### src/rtl/instr_fetch.sv
// ----------------------------------------------------------------------------
// instr_fetch
//
// Instruction fetch stage of a 16-bit word-addressed pipeline. Holds the PC,
// drives the instruction memory address, and loads the IF/ID pipeline
// register. It supports hazard stalls and branch redirects. A halt opcode
// stops fetching until the halt retires downstream.
//
// Parameters
//   RESET_PC  PC loaded on reset
//   NOP       bubble word written to if_id_instr
//   HLT_OPC   opcode (instr[15:12]) of the halt instruction
//
// Ports
//   clk           single clock, rising edge
//   rst           asynchronous, active-high reset
//   stall         hazard stall: hold PC and IF/ID
//   branch_taken  redirect request from a later stage
//   branch_tgt    redirect word address
//   halt_commit   halt instruction retired downstream
//   instr         instruction memory word for the current iaddr
//   iaddr         instruction memory word address (the PC register)
//   rd_en         instruction memory read enable
//   if_id_instr   IF/ID instruction register
//   if_id_pc_inc  IF/ID PC+1 of the captured instruction
//   if_id_valid   IF/ID holds a real instruction
//   halted        processor halted
//   fetch_cnt     count of valid instructions loaded into IF/ID
// ----------------------------------------------------------------------------
module instr_fetch #(
    parameter logic [15:0] RESET_PC = 16'h0000,
    parameter logic [15:0] NOP      = 16'h0000,
    parameter logic [3:0]  HLT_OPC  = 4'hF
) (
    input  logic        clk,
    input  logic        rst,
    input  logic        stall,
    input  logic        branch_taken,
    input  logic [15:0] branch_tgt,
    input  logic        halt_commit,
    input  logic [15:0] instr,
    output logic [15:0] iaddr,
    output logic        rd_en,
    output logic [15:0] if_id_instr,
    output logic [15:0] if_id_pc_inc,
    output logic        if_id_valid,
    output logic        halted,
    output logic [15:0] fetch_cnt
);

    typedef enum logic [1:0] {
        RUN       = 2'd0,
        HALT_PEND = 2'd1,
        HALTED    = 2'd2
    } state_t;

    state_t      state_q, state_d;
    logic [15:0] pc_q, pc_d;
    logic [15:0] instr_q, instr_d;
    logic [15:0] pc_inc_q, pc_inc_d;
    logic        valid_q, valid_d;
    logic [15:0] cnt_q, cnt_d;
    logic [15:0] pc_plus1;

    // 16-bit add; the carry out is dropped, so FFFF+1 wraps to 0000.
    assign pc_plus1 = pc_q + 16'd1;

    // ------------------------------------------------------------------------
    // State register
    // ------------------------------------------------------------------------
    // NOTE: sequential state uses non-blocking assignments so every register
    // samples the pre-edge value of every other register.
    always_ff @(posedge clk or posedge rst) begin
        if (rst) begin
            state_q  <= RUN;
            pc_q     <= RESET_PC;
            instr_q  <= NOP;
            pc_inc_q <= 16'h0000;
            valid_q  <= 1'b0;
            cnt_q    <= 16'h0000;
        end else begin
            state_q  <= state_d;
            pc_q     <= pc_d;
            instr_q  <= instr_d;
            pc_inc_q <= pc_inc_d;
            valid_q  <= valid_d;
            cnt_q    <= cnt_d;
        end
    end

    // ------------------------------------------------------------------------
    // Next-state logic. Priority: branch_taken > stall > normal fetch.
    // ------------------------------------------------------------------------
    always_comb begin
        // NOTE: every target gets a hold default first. Any path that does not
        // assign a target then keeps the register value instead of
        // inferring a latch.
        state_d  = state_q;
        pc_d     = pc_q;
        instr_d  = instr_q;
        pc_inc_d = pc_inc_q;
        valid_d  = valid_q;
        cnt_d    = cnt_q;

        unique case (state_q)
            RUN, HALT_PEND: begin
                if (branch_taken) begin
                    // Redirect squashes the IF/ID contents and overrides stall.
                    // A halt in flight is also cancelled.
                    state_d  = RUN;
                    pc_d     = branch_tgt;
                    instr_d  = NOP;
                    pc_inc_d = 16'h0000;
                    valid_d  = 1'b0;
                end else if (!stall) begin
                    if (state_q == RUN) begin
                        instr_d  = instr;
                        pc_inc_d = pc_plus1;
                        valid_d  = 1'b1;
                        cnt_d    = cnt_q + 16'd1;
                        if (instr[15:12] == HLT_OPC) begin
                            // PC parks on the halt; fetching stops until the
                            // halt retires or a branch pulls us back.
                            state_d = HALT_PEND;
                        end else begin
                            pc_d = pc_plus1;
                        end
                    end else begin
                        instr_d  = NOP;
                        pc_inc_d = 16'h0000;
                        valid_d  = 1'b0;
                        if (halt_commit) begin
                            state_d = HALTED;
                        end
                    end
                end
            end
            HALTED: begin
                // Hold everything; only rst leaves this state.
            end
            default: begin
                state_d = RUN;
            end
        endcase
    end

    // ------------------------------------------------------------------------
    // Outputs
    // ------------------------------------------------------------------------
    assign iaddr        = pc_q;
    assign rd_en        = (state_q == RUN);
    assign halted       = (state_q == HALTED);
    assign if_id_instr  = instr_q;
    assign if_id_pc_inc = pc_inc_q;
    assign if_id_valid  = valid_q;
    assign fetch_cnt    = cnt_q;

endmodule

### config.mk
export PLATFORM = sky130hd
export DESIGN_NAME = instr_fetch
export DESIGN_NICKNAME = d
export VERILOG_FILES = /design/src/rtl/instr_fetch.sv
export SDC_FILE = /design/constraint.sdc
export NUM_CORES = 1
export LEC_CHECK = 0
export CORE_MARGIN = 10
export CORE_UTILIZATION = 25
export CTS_CLUSTER_SIZE = 16
export DETAILED_ROUTE_END_ITERATION = 7
export PLACE_DENSITY_LB_ADDON = 0.08
export SLEW_MARGIN = 5
export SYNTH_ARGS = -nofsm -noshare
export SYNTH_HDL_FRONTEND = slang
export SYNTH_SLANG_ARGS = --single-unit
### constraint.sdc
create_clock -name clk -period 2.4 [get_ports clk]
set_input_delay 0.48 -clock clk [delete_from_list [all_inputs] [get_ports clk]]
set_output_delay 0.48 -clock clk [all_outputs]
set_load 0.05 [all_outputs]
==> impl_metrics.yaml <==
logic_synthesis:
  synth_top_area_frac: 0.518
  yosysSeqAreaShare: 0.518
  synth_common_cells: "dfrtp_1 (67), nand2_1 (28), o21ai_0 (25)"
  synth_edf_count: 0
  synth.yosys.warnings: 0
  async_reset_ff_frac: 1.00
  yosys.area.top_type: "dfrtp_1"
  ys_ff_latch: 67
  synth_nets: 358
  synth_flop_cell: "dfrtp_1"
  synth_top_family_by_area: "simple AND/OR/NAND/NOR gates"
  synth_simple_gate_area_frac: 0.186
  synthTopCellsByArea: "dfrtp_1 (52%), xnor2_1 (5.4%), a22o_1 (4.9%)"
  synthAdderAreaFrac: 0.00773
  syn_area_sq_mm: 0.00324
  synth-xor-area-share: 0.0731
  yosysUniqueCellTypes: 46
  synth_compound_area_frac: 0.171
  syn_avg_cell_area_sq_um: 10.1
  yosysMostFrequentCell: "dfrtp_1"
  syn_inst: 319
  synthMuxAreaShare: 0.00928
setup_path:
  cp.required_ns: 1.92
  arrival_ns: 1.77
  crit_path_end_kind: "primary output"
  r2r-start: "iaddr[1]"
  worst-path-buf-inv: 1
  crit_path_cell_trace: "clkdlybuf4s50_1"
  crit_type: "flip-flop to primary output"
  path_max_fanout: 9
  cpMaxStageDelayCell: "clkdlybuf4s50_1"
  r2r-end: "if_id_pc_inc[14]"
  worst-r2r-setup-slack_ns: 0.37
  ff2ff_path_depth: 5
  critPathLaunchType: "flip-flop"
  path_delay_family: "buffers and inverters"
  cpPeakStageDelay_ns: 0.89
min_path:
  min_from: "if_id_valid"
  hold_path_class: "flip-flop to flip-flop"
  hold_end: "if_id_valid"
  hold_depth: 2
global_routing:
  grt_pass1_vias: 3076
  grt_remaining_overflow: 0
  antenna_found_initial: 0
  grt_pass1_wl_mm: 17.3
  grt_max_degree: 29
  track_usage: 0.122
clock_tree:
  cts_buffers: 9
  cts.htree.levels: 3
  cts-root-buf: "clkbuf_16"
  clock_sinks: 67
  clock_latency_ns: 0.34
  tritoncts: "done"
  cts_setup_buffers: 0
  clkTransAtPathRegs_ns: 0.06
  hold_buffers: 0
  cts-resized-gates: 0
  clockBufferDepth: 2
power_and_ir_drop:
  p_leak_uw: 0.00202
  power_frac_clock: 0.300
  powerDensity_mw_per_mm2: 825
  power_uw: 4010
  irDropWorstVdd_uv: 416
  swShare: 0.387
  cellInternalPower_uw: 2450
  seqPwrFrac: 0.368
  combPwrFrac: 0.332
  p_sw_uw: 1550
place:
  placed_cells: 593
  dp_hpwl_mm: 8.02
  io_buffers: 103
  gp_congestion: 0.836
sta:
  post-route-period-util: 0.938
  drv_slew: 0
  slew_headroom: 0.303
  finalClockSkew_ns: 0.00687
  rsz0062_at_grt: "false"
  worst_slew_pin_slew_ns: 1.05
  fmax_mhz: 444
  fin_crit_ns: 2.25
  setup_viol: 0
  hold_viol: 0
  setup_tns_ns: 0
detailed_routing:
  wirelength_mm: 10.6
  drt-initial-drc-count: 190
  wl_per_cell_microns: 17.4
  dr.pass1.iters: 5
  routed_via_density: 4.80
  final_antenna_net_count: 0
  num_vias: 2926
  remaining_drc_errors: 0
floorplan:
  core_sq_mm: 0.0127
  die_w_microns: 134
  die-area_sq_mm: 0.0179
  start_util: 0.255
  io_pins: 104
  core.rowCount: 41
  die_height_microns: 134
final_layout:
  syn2layout_area_growth_pct: 50.0
  stdcell_count: 609
  drive_gt1_frac: 0.108
  nNetsFinal: 471
  diodes: 0
flow_run:
  cap_viol_max_count: 0
outcome:
  status: "completed"
[how the worst max path moves through the flow]
stage | from | end | slack [ns] | cells after the start
final | iaddr[5] | iaddr[5] | 0.15 | 1
after floorplan | rst | fetch_cnt[0] | 0.24 | 1
after global routing | instr[12] | iaddr[3] | 0.09 | 5
after CTS | iaddr[5] | iaddr[5] | 0.15 | 1
after global placement | instr[12] | iaddr[2] | -0.009 | 5
after detailed placement | stall | iaddr[7] | -0.08 | 5
[registers in the layout (all words and copies together), names as in the netlist]
| name | cells |
|---|---|
| if_id_pc_inc | 16 |
| fetch_cnt | 16 |
| if_id_valid | 1 |
| if_id_instr | 16 |
| iaddr | 16 |
| state_q | 2 |
[area by class of cell]
class | instances | area [sq um]
tap | 172 | 215
clock buffer | 9 | 225
multi-input combinational | 224 | 1450
sequential | 67 | 1680
inverter | 7 | 26.3
fill | 1290 | 7820
timing repair buffer | 123 | 1210
clock inverter | 7 | 43.8
[power groups by stage]
stage	registers (uW)	clock network, uW	logic [uW]
6_report	1470	1200	1330
5_1_grt	1500	1280	1420
4_1_cts	1470	1250	1350
3_5_place_dp	1490	0	1340
3_3_place_gp	1490	0	1340
2_1_floorplan	1910	0	379
[placed cells by master, fill, tap and decap left out, types with 10 or more instances in the layout]
cell type and count:
clkdlybuf4s50_1 101, dfrtp_1 67, nand2_1 28, o21ai_0 25, nor2_1 21, xnor2_1 20
buf_4 19, a22o_1 18, nand4_1 13, nor3_1 11, nand3_1 10
[stage by stage]
step                      cell area, sq um  utilization  setup slack [ns]  hold WS [ns]
final                                 4850        0.383             0.149         0.473
after CTS                             4850        0.383             0.149         0.477
after detailed placement              4590        0.362           -0.0816         0.464
after global placement                4590        0.362          -0.00901         0.463
after floorplan                       3240            -             0.237         0.561
after global routing                  4850        0.383            0.0904         0.505
[layer usage]
| metal | up-vias | wire length (microns) | global-route usage |
|---|---|---|---|
| li1 | 1397 | - | - |
| met1 | 1434 | 4710 | 0.148 |
| met2 | 83 | 5020 | 0.191 |
| met3 | 12 | 724 | 0.0470 |
| met4 | 0 | 148 | 0.0435 |
| met5 | - | 0 | 0 |
[kinds of logic after synthesis]
logic type	Yosys count
multiplexers	3
buffers and inverters	28
adder cells (fa/ha/maj)	2
AND/OR/NAND/NOR	113
flip-flops	67
AO/OA/AOI/OAI	79
XOR/XNOR	27
Power figures use the tool's default switching activity.
